<file path="src/rtl/mempool_tcdm_floo_responder_pkg.sv">
// Shared types for the TCDM FlooNoC responder: flit formats, TCDM slave port types and
// the flit <-> TCDM field mapping helpers.
package mempool_tcdm_floo_responder_pkg;

    typedef struct packed {
        logic [1:0] x;
        logic [1:0] y;
    } id_t;

    typedef logic [3:0]  meta_id_t;
    typedef logic [31:0] addr_t;
    typedef logic [31:0] data_t;
    typedef logic [3:0]  be_t;
    typedef logic [3:0]  amo_t;

    typedef struct packed {
        id_t src_id;
        id_t dst_id;
    } floo_hdr_t;

    typedef struct packed {
        floo_hdr_t hdr;
        meta_id_t  meta_id;
        addr_t     addr;
        logic      wen;
        be_t       be;
        data_t     data;
        amo_t      amo;
    } floo_req_flit_t;

    typedef struct packed {
        floo_hdr_t hdr;
        meta_id_t  meta_id;
        data_t     data;
    } floo_rsp_flit_t;

    typedef struct packed {
        addr_t addr;
        logic  wen;
        be_t   be;
        data_t data;
        amo_t  amo;
    } tcdm_slave_req_t;

    typedef struct packed {
        data_t data;
    } tcdm_slave_resp_t;

    typedef struct packed {
        id_t      src_id;
        meta_id_t meta_id;
    } tracker_entry_t;

    function automatic int unsigned idx_width(input int unsigned num_idx);
        return (num_idx > 32'd1) ? $clog2(num_idx) : 32'd1;
    endfunction

    function automatic tcdm_slave_req_t floo_to_tcdm_req(input floo_req_flit_t flit);
        tcdm_slave_req_t req;
        req.addr = flit.addr;
        req.wen  = flit.wen;
        req.be   = flit.be;
        req.data = flit.data;
        req.amo  = flit.amo;
        return req;
    endfunction

    // Response goes back to whoever issued the request, tagged with our own coordinate.
    function automatic floo_rsp_flit_t tcdm_to_floo_rsp(input tcdm_slave_resp_t resp,
                                                        input id_t own_id,
                                                        input tracker_entry_t entry);
        floo_rsp_flit_t rsp;
        rsp.hdr.src_id = own_id;
        rsp.hdr.dst_id = entry.src_id;
        rsp.meta_id    = entry.meta_id;
        rsp.data       = resp.data;
        return rsp;
    endfunction

endpackage

</file>
<file path="src/rtl/mempool_tcdm_floo_responder_if.sv">
// Handshake bundle between the router local port, the responder and one TCDM slave port.
// master = router/tile side, slave = responder side.
interface mempool_tcdm_floo_responder_if;
    import mempool_tcdm_floo_responder_pkg::*;

    floo_req_flit_t   floo_req;
    logic             floo_req_valid;
    logic             floo_req_ready;
    floo_rsp_flit_t   floo_rsp;
    logic             floo_rsp_valid;
    logic             floo_rsp_ready;
    tcdm_slave_req_t  tcdm_slave_req;
    logic             tcdm_slave_req_valid;
    logic             tcdm_slave_req_ready;
    tcdm_slave_resp_t tcdm_slave_resp;
    logic             tcdm_slave_resp_valid;
    logic             tcdm_slave_resp_ready;

    modport master (
        output floo_req, floo_req_valid, floo_rsp_ready,
        output tcdm_slave_req_ready, tcdm_slave_resp, tcdm_slave_resp_valid,
        input  floo_req_ready, floo_rsp, floo_rsp_valid,
        input  tcdm_slave_req, tcdm_slave_req_valid, tcdm_slave_resp_ready
    );

    modport slave (
        input  floo_req, floo_req_valid, floo_rsp_ready,
        input  tcdm_slave_req_ready, tcdm_slave_resp, tcdm_slave_resp_valid,
        output floo_req_ready, floo_rsp, floo_rsp_valid,
        output tcdm_slave_req, tcdm_slave_req_valid, tcdm_slave_resp_ready
    );

endinterface

</file>
<file path="src/rtl/mempool_tcdm_floo_responder_rsp_reg.sv">
// Single-entry response flit output register; accepts a new flit whenever it is empty or
// being drained in the same cycle, so back-to-back traffic flows at one flit per cycle.
module mempool_tcdm_floo_responder_rsp_reg
    import mempool_tcdm_floo_responder_pkg::*;
(
    input  logic           clk_i,
    input  logic           rst_ni,
    input  floo_rsp_flit_t in_data_i,
    input  logic           in_valid_i,
    output logic           in_ready_o,
    output floo_rsp_flit_t out_data_o,
    output logic           out_valid_o,
    input  logic           out_ready_i
);

    floo_rsp_flit_t data_q, data_d;
    logic           valid_q, valid_d;

    assign in_ready_o  = ~valid_q | out_ready_i;
    assign out_data_o  = data_q;
    assign out_valid_o = valid_q;

    always_comb begin
        valid_d = valid_q;
        data_d  = data_q;
        if (in_valid_i && in_ready_o) begin
            valid_d = 1'b1;
            data_d  = in_data_i;
        end else if (out_ready_i) begin
            valid_d = 1'b0;
        end
    end

    always_ff @(posedge clk_i) begin
        if (!rst_ni) begin
            valid_q <= 1'b0;
            data_q  <= '0;
        end else begin
            valid_q <= valid_d;
            data_q  <= data_d;
        end
    end

endmodule

</file>
<file path="src/rtl/mempool_tcdm_floo_responder.sv">
// Target-side FlooNoC endpoint for one TCDM slave port: forwards request flits to the tile and
// returns read data as response flits to the originating node, in request order.
module mempool_tcdm_floo_responder
    import mempool_tcdm_floo_responder_pkg::*;
#(
    parameter int unsigned MaxOutstanding = 4,
    parameter int unsigned CntWidth       = idx_width(MaxOutstanding + 1)
) (
    input  logic                                clk_i,
    input  logic                                rst_ni,
    input  id_t                                 id_i,
    mempool_tcdm_floo_responder_if.slave        bus,
    output logic                                busy_o,
    output logic                                err_o
);

    localparam int unsigned PtrWidth = idx_width(MaxOutstanding);

    tracker_entry_t        mem_q [MaxOutstanding];
    logic [PtrWidth-1:0]   wr_ptr_q, wr_ptr_d, rd_ptr_q, rd_ptr_d;
    logic [CntWidth-1:0]   cnt_q, cnt_d;
    logic                  err_q, err_d;
    logic                  full, empty, can_issue, push, pop, rsp_hs, rsp_valid, rsp_ready;
    tracker_entry_t        push_entry;
    floo_rsp_flit_t        rsp_flit;

    // Occupancy is registered, so a pop in the same cycle never frees a slot for a push.
    assign full      = (cnt_q == CntWidth'(MaxOutstanding));
    assign empty     = (cnt_q == '0);
    assign can_issue = bus.floo_req.wen | ~full;

    assign bus.tcdm_slave_req       = floo_to_tcdm_req(bus.floo_req);
    assign bus.tcdm_slave_req_valid = bus.floo_req_valid & can_issue;
    assign bus.floo_req_ready       = bus.tcdm_slave_req_ready & can_issue;

    assign push   = bus.floo_req_valid & bus.floo_req_ready & ~bus.floo_req.wen;
    assign rsp_hs = bus.tcdm_slave_resp_valid & bus.tcdm_slave_resp_ready;
    assign pop    = rsp_hs & ~empty;
    // A response with nothing tracked has no destination: swallow it and flag it.
    assign err_d  = rsp_hs & empty;

    assign push_entry.src_id  = bus.floo_req.hdr.src_id;
    assign push_entry.meta_id = bus.floo_req.meta_id;

    always_comb begin
        wr_ptr_d = wr_ptr_q;
        rd_ptr_d = rd_ptr_q;
        cnt_d    = cnt_q + CntWidth'(push) - CntWidth'(pop);
        if (push) begin
            wr_ptr_d = (wr_ptr_q == PtrWidth'(MaxOutstanding - 1)) ? '0 : wr_ptr_q + PtrWidth'(1);
        end
        if (pop) begin
            rd_ptr_d = (rd_ptr_q == PtrWidth'(MaxOutstanding - 1)) ? '0 : rd_ptr_q + PtrWidth'(1);
        end
    end

    always_ff @(posedge clk_i) begin
        if (!rst_ni) begin
            wr_ptr_q <= '0;
            rd_ptr_q <= '0;
            cnt_q    <= '0;
            err_q    <= 1'b0;
        end else begin
            wr_ptr_q <= wr_ptr_d;
            rd_ptr_q <= rd_ptr_d;
            cnt_q    <= cnt_d;
            err_q    <= err_d;
        end
    end

    always_ff @(posedge clk_i) begin
        if (push) begin
            mem_q[wr_ptr_q] <= push_entry;
        end
    end

    assign rsp_flit  = tcdm_to_floo_rsp(bus.tcdm_slave_resp, id_i, mem_q[rd_ptr_q]);
    assign rsp_valid = pop;
    assign bus.tcdm_slave_resp_ready = rsp_ready;

    mempool_tcdm_floo_responder_rsp_reg i_rsp_reg (
        .clk_i       (clk_i),
        .rst_ni      (rst_ni),
        .in_data_i   (rsp_flit),
        .in_valid_i  (rsp_valid),
        .in_ready_o  (rsp_ready),
        .out_data_o  (bus.floo_rsp),
        .out_valid_o (bus.floo_rsp_valid),
        .out_ready_i (bus.floo_rsp_ready)
    );

    assign busy_o = ~empty | bus.floo_rsp_valid;
    assign err_o  = err_q;

endmodule
</file>
<file path="src/flat_wrapper.sv">
// flat-port wrapper written by rule: the top's interface ports become plain ports
module mempool_tcdm_floo_responder_flat import mempool_tcdm_floo_responder_pkg::*;
#(
    parameter int unsigned MaxOutstanding = 4,
    parameter int unsigned CntWidth       = idx_width(MaxOutstanding + 1)
)
  (clk_i, rst_ni, id_i, busy_o, err_o, bus_floo_req, bus_floo_req_valid, bus_floo_rsp_ready, bus_tcdm_slave_req_ready, bus_tcdm_slave_resp, bus_tcdm_slave_resp_valid, bus_floo_req_ready, bus_floo_rsp, bus_floo_rsp_valid, bus_tcdm_slave_req, bus_tcdm_slave_req_valid, bus_tcdm_slave_resp_ready);
  mempool_tcdm_floo_responder_if bus_i ();
  input  logic clk_i;
  input  logic rst_ni;
  input  id_t id_i;
  output logic busy_o;
  output logic err_o;
  input wire logic [$bits(bus_i.floo_req)-1:0] bus_floo_req;
  input wire logic [$bits(bus_i.floo_req_valid)-1:0] bus_floo_req_valid;
  input wire logic [$bits(bus_i.floo_rsp_ready)-1:0] bus_floo_rsp_ready;
  input wire logic [$bits(bus_i.tcdm_slave_req_ready)-1:0] bus_tcdm_slave_req_ready;
  input wire logic [$bits(bus_i.tcdm_slave_resp)-1:0] bus_tcdm_slave_resp;
  input wire logic [$bits(bus_i.tcdm_slave_resp_valid)-1:0] bus_tcdm_slave_resp_valid;
  output wire logic [$bits(bus_i.floo_req_ready)-1:0] bus_floo_req_ready;
  output wire logic [$bits(bus_i.floo_rsp)-1:0] bus_floo_rsp;
  output wire logic [$bits(bus_i.floo_rsp_valid)-1:0] bus_floo_rsp_valid;
  output wire logic [$bits(bus_i.tcdm_slave_req)-1:0] bus_tcdm_slave_req;
  output wire logic [$bits(bus_i.tcdm_slave_req_valid)-1:0] bus_tcdm_slave_req_valid;
  output wire logic [$bits(bus_i.tcdm_slave_resp_ready)-1:0] bus_tcdm_slave_resp_ready;
  assign bus_i.floo_req = bus_floo_req;
  assign bus_i.floo_req_valid = bus_floo_req_valid;
  assign bus_i.floo_rsp_ready = bus_floo_rsp_ready;
  assign bus_i.tcdm_slave_req_ready = bus_tcdm_slave_req_ready;
  assign bus_i.tcdm_slave_resp = bus_tcdm_slave_resp;
  assign bus_i.tcdm_slave_resp_valid = bus_tcdm_slave_resp_valid;
  assign bus_floo_req_ready = bus_i.floo_req_ready;
  assign bus_floo_rsp = bus_i.floo_rsp;
  assign bus_floo_rsp_valid = bus_i.floo_rsp_valid;
  assign bus_tcdm_slave_req = bus_i.tcdm_slave_req;
  assign bus_tcdm_slave_req_valid = bus_i.tcdm_slave_req_valid;
  assign bus_tcdm_slave_resp_ready = bus_i.tcdm_slave_resp_ready;
  mempool_tcdm_floo_responder #(.MaxOutstanding(MaxOutstanding), .CntWidth(CntWidth)) u_core (.clk_i(clk_i), .rst_ni(rst_ni), .id_i(id_i), .bus(bus_i), .busy_o(busy_o), .err_o(err_o));
endmodule
</file>
<file path="config.mk">
export PLATFORM = sky130hd
export DESIGN_NAME = mempool_tcdm_floo_responder_flat
export DESIGN_NICKNAME = d
export VERILOG_FILES = /design/src/rtl/mempool_tcdm_floo_responder_pkg.sv /design/src/rtl/mempool_tcdm_floo_responder_if.sv /design/src/rtl/mempool_tcdm_floo_responder_rsp_reg.sv /design/src/rtl/mempool_tcdm_floo_responder.sv /design/src/flat_wrapper.sv
export SDC_FILE = /design/constraint.sdc
export NUM_CORES = 1
export LEC_CHECK = 0
export ABC_CLOCK_PERIOD_IN_PS = 4400
export CAP_MARGIN = 20
export CORE_ASPECT_RATIO = 1.2
export CORE_MARGIN = 8
export CORE_UTILIZATION = 40
export DETAILED_ROUTE_END_ITERATION = 8
export PLACE_DENSITY = 0.83
export REMOVE_ABC_BUFFERS = 1
export SETUP_SLACK_MARGIN = 0.4
export SLEW_MARGIN = 20
export SYNTH_ARGS = -nofsm -noshare
export SYNTH_HDL_FRONTEND = slang
export SYNTH_SLANG_ARGS = --single-unit
</file>
<file path="constraint.sdc">
create_clock -name clk_i -period 4.4 [get_ports clk_i]
set_clock_uncertainty 0.1 [all_clocks]
set_input_delay 0.66 -clock clk_i [delete_from_list [all_inputs] [get_ports clk_i]]
set_output_delay 0.66 -clock clk_i [all_outputs]
set_load 0.1 [all_outputs]
</file>
==> results of run 1 <==
-- power groups by stage --
stage	logic [mW]	registers, mW	clock network, mW
global placement	1.58	1.04	0
detailed placement	1.61	1.05	0
finish	1.62	1.03	0.740
floorplan	0.536	1.66	0
CTS	1.62	1.03	0.747
global route	1.69	1.04	0.782
-- kinds of logic (layout without fill, tap and decap cells) --
family,after synthesis,count (layout),synth area share [%]
buffers and inverters,122,139,18.8
DFF,85,85,49.6
muxes,8,8,4.42
other,0,1,0
adders and majority gates,8,8,2.64
xor gates and xnor gates,1,1,0.215
AOI/OAI and AO/OA,89,89,13.6
and+or+nand+nor,71,71,10.8
-- synthesized netlist by cell type (all sizes together) --
master and count:
nand4 39, and2 6, mux4 8, inv 15, ha 7, edfxtp 32, o21ai 2, xor2 1
dfxtp 53, o21a 1, or3b 1, nor3b 1, or4 1, nor4 1, buf 92, nand3b 1
fa 1, clkinv 1, nand2b 1, nor2b 4, nor3 3, nand2 8, nor2 4, o31ai 38
o22ai 8, clkbuf 14, or3 1, a21oi 40
-- path summary, 6_finish.rpt --
kind / slack [ns] / depth (start not counted) / endpoint
worst max-delay path: 1.19 / 4 / busy_o
worst min-delay path: 0.37 / 2 / u_core.i_rsp_reg.out_data_o[28]$_SDFFE_PN0P_
worst max register to register: 1.53 / 11 / u_core.cnt_q[2]$_SDFF_PN0_
worst min register to register: 0.37 / 2 / u_core.i_rsp_reg.out_data_o[28]$_SDFFE_PN0P_
-- sequential cells by signal (all words and copies together) (netlist names) --
register / flops
u_core.mem_q: 32
u_core.cnt_q: 3
u_core.err_o: 1
u_core.i_rsp_reg.out_valid_o: 1
u_core.i_rsp_reg.out_data_o: 44
u_core.wr_ptr_q: 2
u_core.rd_ptr_q: 2
-- cell type report --
type / instances / area share, %
sequential: 85 / 41.5
multi-input combinational: 177 / 26.7
timing repair buffer: 107 / 21.5
clock buffer: 11 / 4.77
tap: 126 / 3.23
inverter: 16 / 1.23
clock inverter: 5 / 1.08
antenna: 1 / 0.0513
-- through the flow --
step / TNS [ns] / setup slack (ns) / power, mW / instance area (um2) / cells
6_report: 0 / 1.19 / 3.39 / 4870 / 528
5_1_grt: 0 / 1.09 / 3.51 / 4870 / 527
4_1_cts: 0 / 1.19 / 3.39 / 4870 / 527
3_5_place_dp: 0 / 0.900 / 2.66 / 4590 / 511
3_3_place_gp: 0 / 0.975 / 2.62 / 4590 / 511
2_1_floorplan: -1.33 / -0.457 / 2.20 / 3370 / 278
-- critical path, delay by kind of cell, from the launching register on --
| kind | cells | cell delay, ns |
|---|---|---|
| flops | 1 | 0.48 |
| buf+inv | 2 | 1.42 |
| simple gates | 2 | 0.21 |
-- layer usage --
layer	wire length, um	track usage (%)
met1	5090	21.0
met3	4650	31.4
met4	537	9.33
met5	183	8.30
met2	7960	37.9
==> summary.md, run 1 <==
| Metric | Value |
|---|---|
| Status | completed |
| Clk Latency, worst-skew pair | roughly 0.33 ns |
| Reg power frac | 30.4% |
| Sw Pwr | roughly 1.6 mW |
| Worst-path clk slew | ~0.060 ns |
| Area grow syn2layout | 19.6% |
| Final Max Slew Viols | 0 |
| Leading area contributor after synthesis | dfxtp_1 |
| Final ANT Viol Nets | 0 |
| Gpl congestion | approximately 0.86 |
| Register area share after synthesis | 49.6% |
| Pin count of the biggest net entering global routing | 42 |
| Final setup fails | 0 |
| Starting Density | a little over 40% |
| Hold_buf cts | 0 |
| Hold Fails Final Rpt | 0 |
| Commonest non-fill, non-tap cells in the layout | 97 x clkdlybuf4s50_1, 53 x dfxtp_1, 40 x a21oi_1 |
| Std cell rows | 40 |
| DIE AREA | about 0.014 mm2 |
| Setup crit start | u_core.cnt_q[1]$_SDFF_PN0_ |
| Synthesis Warnings | 0 |
| Synthesized flop and latch total | 85 |
| Post-layout util | ~50% |
| Critical path required time | 3.64 ns |
| GRT Overall Usage | about a quarter |
| Footprint of the multi-input gates | roughly 0.0013 mm2 |
| CTS Buf Count | 9 |
| Vias in the first global route | 3054 |
| Crit Path Max Fanout | 40 |
| WL final | approximately 18000 um |
| Port buffer count | about 100 |
| Critical path cell sequence | nor3_2 -> buf_4 -> nand2b_1 -> clkdlybuf4s50_1 |
| Minimum clock period | approximately 3.2 ns |
| Leakage | between 1.5 and 2 nW |
| Power density cells | 695 mW/mm2 |
| Switching Fraction | a little under half |
| Final Cycle Share | roughly 73% |
| Vias | 3085 |
| Ratio of cells with drive above 1 in the final layout | 9.48% |
| WL/cell | approximately 35 um |
| # Max-Cap Violations | 0 |
| RSZ-0062 raised after global routing | no |
| Chip width | about 110 um |
| Detailed-placement wirelength estimate | approximately 15000 um |
| WHS | 0.369 ns |
| Final nets | around 530 |
| Comb power frac | between 40% and 50% |
| Crit-path slowest cell | clkdlybuf4s50_1 |
| Cell area after synthesis | ~0.004 mm2 |
| GRT overflow | 0 |
| Max-Slew Margin vs Limit | a little under a third |
| Clock Tree Buf Depth | 2 |
| Initial antenna violation count | 5 |
| Worst setup EP type | output port |
| Initial drt markers | about 180 |
| Crit path launch type | flop |
| Post-CTS Resized | 0 |
| Hold_sp | u_core.i_rsp_reg.out_data_o[28]$_SDFFE_PN0P_ |
| Core ar. | 0.00996 mm2 |
| Filler cell count | between 800 and 900 |
| Fmax | 311 MHz |
| Mean post-synth cell area | roughly 11 um2 |
| # H-tree levels | 3 |
| Crit path arrival time | roughly 2.5 ns |
| Synth top area cells | dfxtp_1 26%, edfxtp_1 24%, buf_4 14% |
| Pint | about 1.8 mW |
| Slew of the pin with the lowest slew margin | roughly 1.0 ns |
| Distinct cells, synth | 33 |
| Sink Count | 85 |
| Max VDD drop | 301 uV |
| Hold Path Class | flop to flop |
| Synth Instances | 384 |
| Router iterations before antenna repair | 4 |
| Most common cell after layout, fill and taps aside | clkdlybuf4s50_1 |
| Global-route wire length before repair | roughly 25000 um |
| Die H | approximately 130 um |
| Seq. cell area | 0.00202 mm2 |
| Drc violations | 0 |
| Critical R2R Launch | u_core.cnt_q[1]$_SDFF_PN0_ |
| Proportion of netlist area held by the largest area contributor | between 20% and 30% |
| Clock root buffer | clkbuf_16 |
| Crit path largest cell delay | roughly 1.1 ns |
| CTS tree | yes |
| Kind of critical path | flop to output port |
| Num ports | 250 |
| Clock Power Share | a little over a fifth |
| Via density per instance | 5.84 |
| Setup bufs post-CTS | 0 |
(Power assumes the default switching activity.)
==> run 2: changes to the inputs <==
--- a/config.mk
+++ b/config.mk
@@ -5,13 +5,13 @@
 export SDC_FILE = /design/constraint.sdc
 export NUM_CORES = 1
 export LEC_CHECK = 0
-export ABC_CLOCK_PERIOD_IN_PS = 4400
+export ABC_CLOCK_PERIOD_IN_PS = 3100
 export CAP_MARGIN = 20
 export CORE_ASPECT_RATIO = 1.2
 export CORE_MARGIN = 8
-export CORE_UTILIZATION = 40
+export CORE_UTILIZATION = 37
 export DETAILED_ROUTE_END_ITERATION = 8
-export PLACE_DENSITY = 0.83
+export PLACE_DENSITY = 0.77
 export REMOVE_ABC_BUFFERS = 1
 export SETUP_SLACK_MARGIN = 0.4
 export SLEW_MARGIN = 20
==> constraint.sdc (replaced) <==
create_clock -name clk_i -period 3.1 [get_ports clk_i]
set_clock_uncertainty 0.1 [all_clocks]
set_input_delay 0.465 -clock clk_i [delete_from_list [all_inputs] [get_ports clk_i]]
set_output_delay 0.465 -clock clk_i [all_outputs]
set_load 0.1 [all_outputs]
==> summary.md, run 2 (same netlist as run 1, synthesis figures left out) <==
| Metric | Value |
|---|---|
| Setup bufs post-CTS | 0 |
| Hold path depth | 2 |
| GRT Overall Usage | between 20 and 25% |
| Gpl congestion | roughly 0.84 |
| Max reg flops | 44 |
| Post-layout util | 44.3% |
| Router iterations before antenna repair | 4 |
| Final setup fails | 0 |
| Drc violations | 0 |
| Detailed-placement wirelength estimate | about 14000 um |
| Reg2Reg Depth | 10 |
| CTS tree | yes |
| Crit Path Max Fanout | a little over 40 |
| Sink Count | 85 |
| Core ar. | between 0.01 and 0.015 mm2 |
| Crit path launch type | primary input |
| Critical path required time | 2.53 ns |
| Power density cells | approximately 1000 mW/mm2 |
| Minimum clock period | 2.50 ns |
| Final ANT Viol Nets | 0 |
| TNS Setup | 0 ns |
| DIE AREA | around 0.015 mm2 |
| Antenna cells | 0 |
| Vias in the first global route | 3084 |
| Fmax | 400 MHz |
| Leakage | 1.80 nW |
| Worst-path clk slew | roughly 0.06 ns |
| Most common cell after layout, fill and taps aside | buf_4 |
| Clk Latency, worst-skew pair | between 0.3 and 0.4 ns |
| Starting Density | between 30 and 40% |
| RSZ-0062 raised after global routing | no |
| GRT overflow | 0 |
| Vias | approximately 3100 |
| Initial drt markers | roughly 170 |
| Port buffer count | 101 |
| Chip width | approximately 110 um |
| WL/cell | ~34 um |
| Worst setup EP type | output port |
| Via density per instance | 5.83 |
| # Max-Cap Violations | 0 |
| Num ports | 250 |
| Kind of critical path | primary input to output port |
| Max VDD drop | around 370 uV |
| Clock Tree Buf Depth | 2 |
| Final nets | between 500 and 600 |
| Global-route wire length before repair | about 25000 um |
| Ratio of cells with drive above 1 in the final layout | between 20% and 30% |
| Max-Slew Margin vs Limit | 50.4% |
| Initial antenna violation count | 0 |
| Final Max Slew Viols | 0 |
| Std cell rows | 42 |
| Area grow syn2layout | 18.2% |
| CTS Buf Count | 9 |
| Final Cycle Share | about 81% |
| Crit path arrival time | 1.93 ns |
| Hold Fails Final Rpt | 0 |
| Hold Path Class | flop to flop |
| Die H | 131 um |
| Status | completed |
| WL final | roughly 18000 um |
| Clock root buffer | clkbuf_16 |
| # H-tree levels | 3 |
| Pin count of the biggest net entering global routing | 42 |
| Commonest non-fill, non-tap cells in the layout | 58 x buf_4, 53 x dfxtp_1, 50 x clkdlybuf4s50_1 |
| Slew of the pin with the lowest slew margin | 0.744 ns |
-- run 2: cell types whose count changed in the layout (fill, tap and decap cells not counted) --
cell | before | now
clkinv_1 | 2 | 1
clkinv_2 | 2 | 0
clkbuf_1 | 2 | 0
clkinv_8 | 0 | 1
buf_6 | 0 | 1
buf_4 | 10 | 58
buf_12 | 0 | 1
clkinvlp_4 | 0 | 1
bufinv_16 | 1 | 0
inv_8 | 0 | 3
diode_2 | 1 | 0
inv_6 | 1 | 2
clkdlybuf4s50_1 | 97 | 50
-- run 2: layout make-up --
class | count | area [um2]
fill | 1026 | 6060
sequential | 85 | 2020
multi-input combinational | 177 | 1300
timing repair buffer | 110 | 967
clock buffer | 9 | 225
tap | 132 | 165
clock inverter | 7 | 75.1
inverter | 16 | 60.1
-- run 2: path summary, 6_finish.rpt --
| kind | start | end | slack, ns |
|---|---|---|---|
| setup / recovery | bus_floo_rsp_ready | bus_tcdm_slave_resp_ready | 0.60 |
| hold / removal | u_core.i_rsp_reg.out_data_o[8]$_SDFFE_PN0P_ | u_core.i_rsp_reg.out_data_o[8]$_SDFFE_PN0P_ | 0.37 |
| hold reg to reg | u_core.i_rsp_reg.out_data_o[8]$_SDFFE_PN0P_ | u_core.i_rsp_reg.out_data_o[8]$_SDFFE_PN0P_ | 0.37 |
| setup reg to reg | u_core.cnt_q[1]$_SDFF_PN0_ | u_core.cnt_q[2]$_SDFF_PN0_ | 0.77 |
-- run 2: worst max-delay path: stages --
cell and delay (ns):
clkdlybuf4s50_1 0.45, nor2b_4 0.17, buf_6 0.34, inv_2 0.26, buf_12 0.24
-- run 2: per-layer routing --
| metal | part of all wire, % | wire, um | track usage [%] |
|---|---|---|---|
| met5 | 0.57 | 103 | 8.74 |
| met2 | 46 | 8250 | 38.9 |
| met3 | 23 | 4110 | 26.0 |
| met4 | 0.61 | 110 | 3.79 |
| met1 | 30 | 5460 | 20.8 |
-- run 2: timing repair --
action	CTS	global route
resized for setup	0	1
setup endpoints to repair	0	1
hold buffers	0	0
-- run 2: metrics by stage --
stage	power, mW	hold slack, ns	instances	cell area [um2]	setup slack (ns)
3_5_place_dp	3.75	0.363	520	4510	0.321
3_3_place_gp	3.71	0.355	520	4510	0.441
5_1_grt	4.99	0.396	536	4820	0.508
4_1_cts	4.80	0.374	536	4810	0.476
6_report	4.79	0.373	536	4820	0.601
2_1_floorplan	3.12	0.387	278	3370	-1.56
-- run 2: where the power goes --
part           switching, mW  internal [mW]
Clock                  0.487          0.572
Sequential             0.138           1.32
Combinational           1.72          0.549
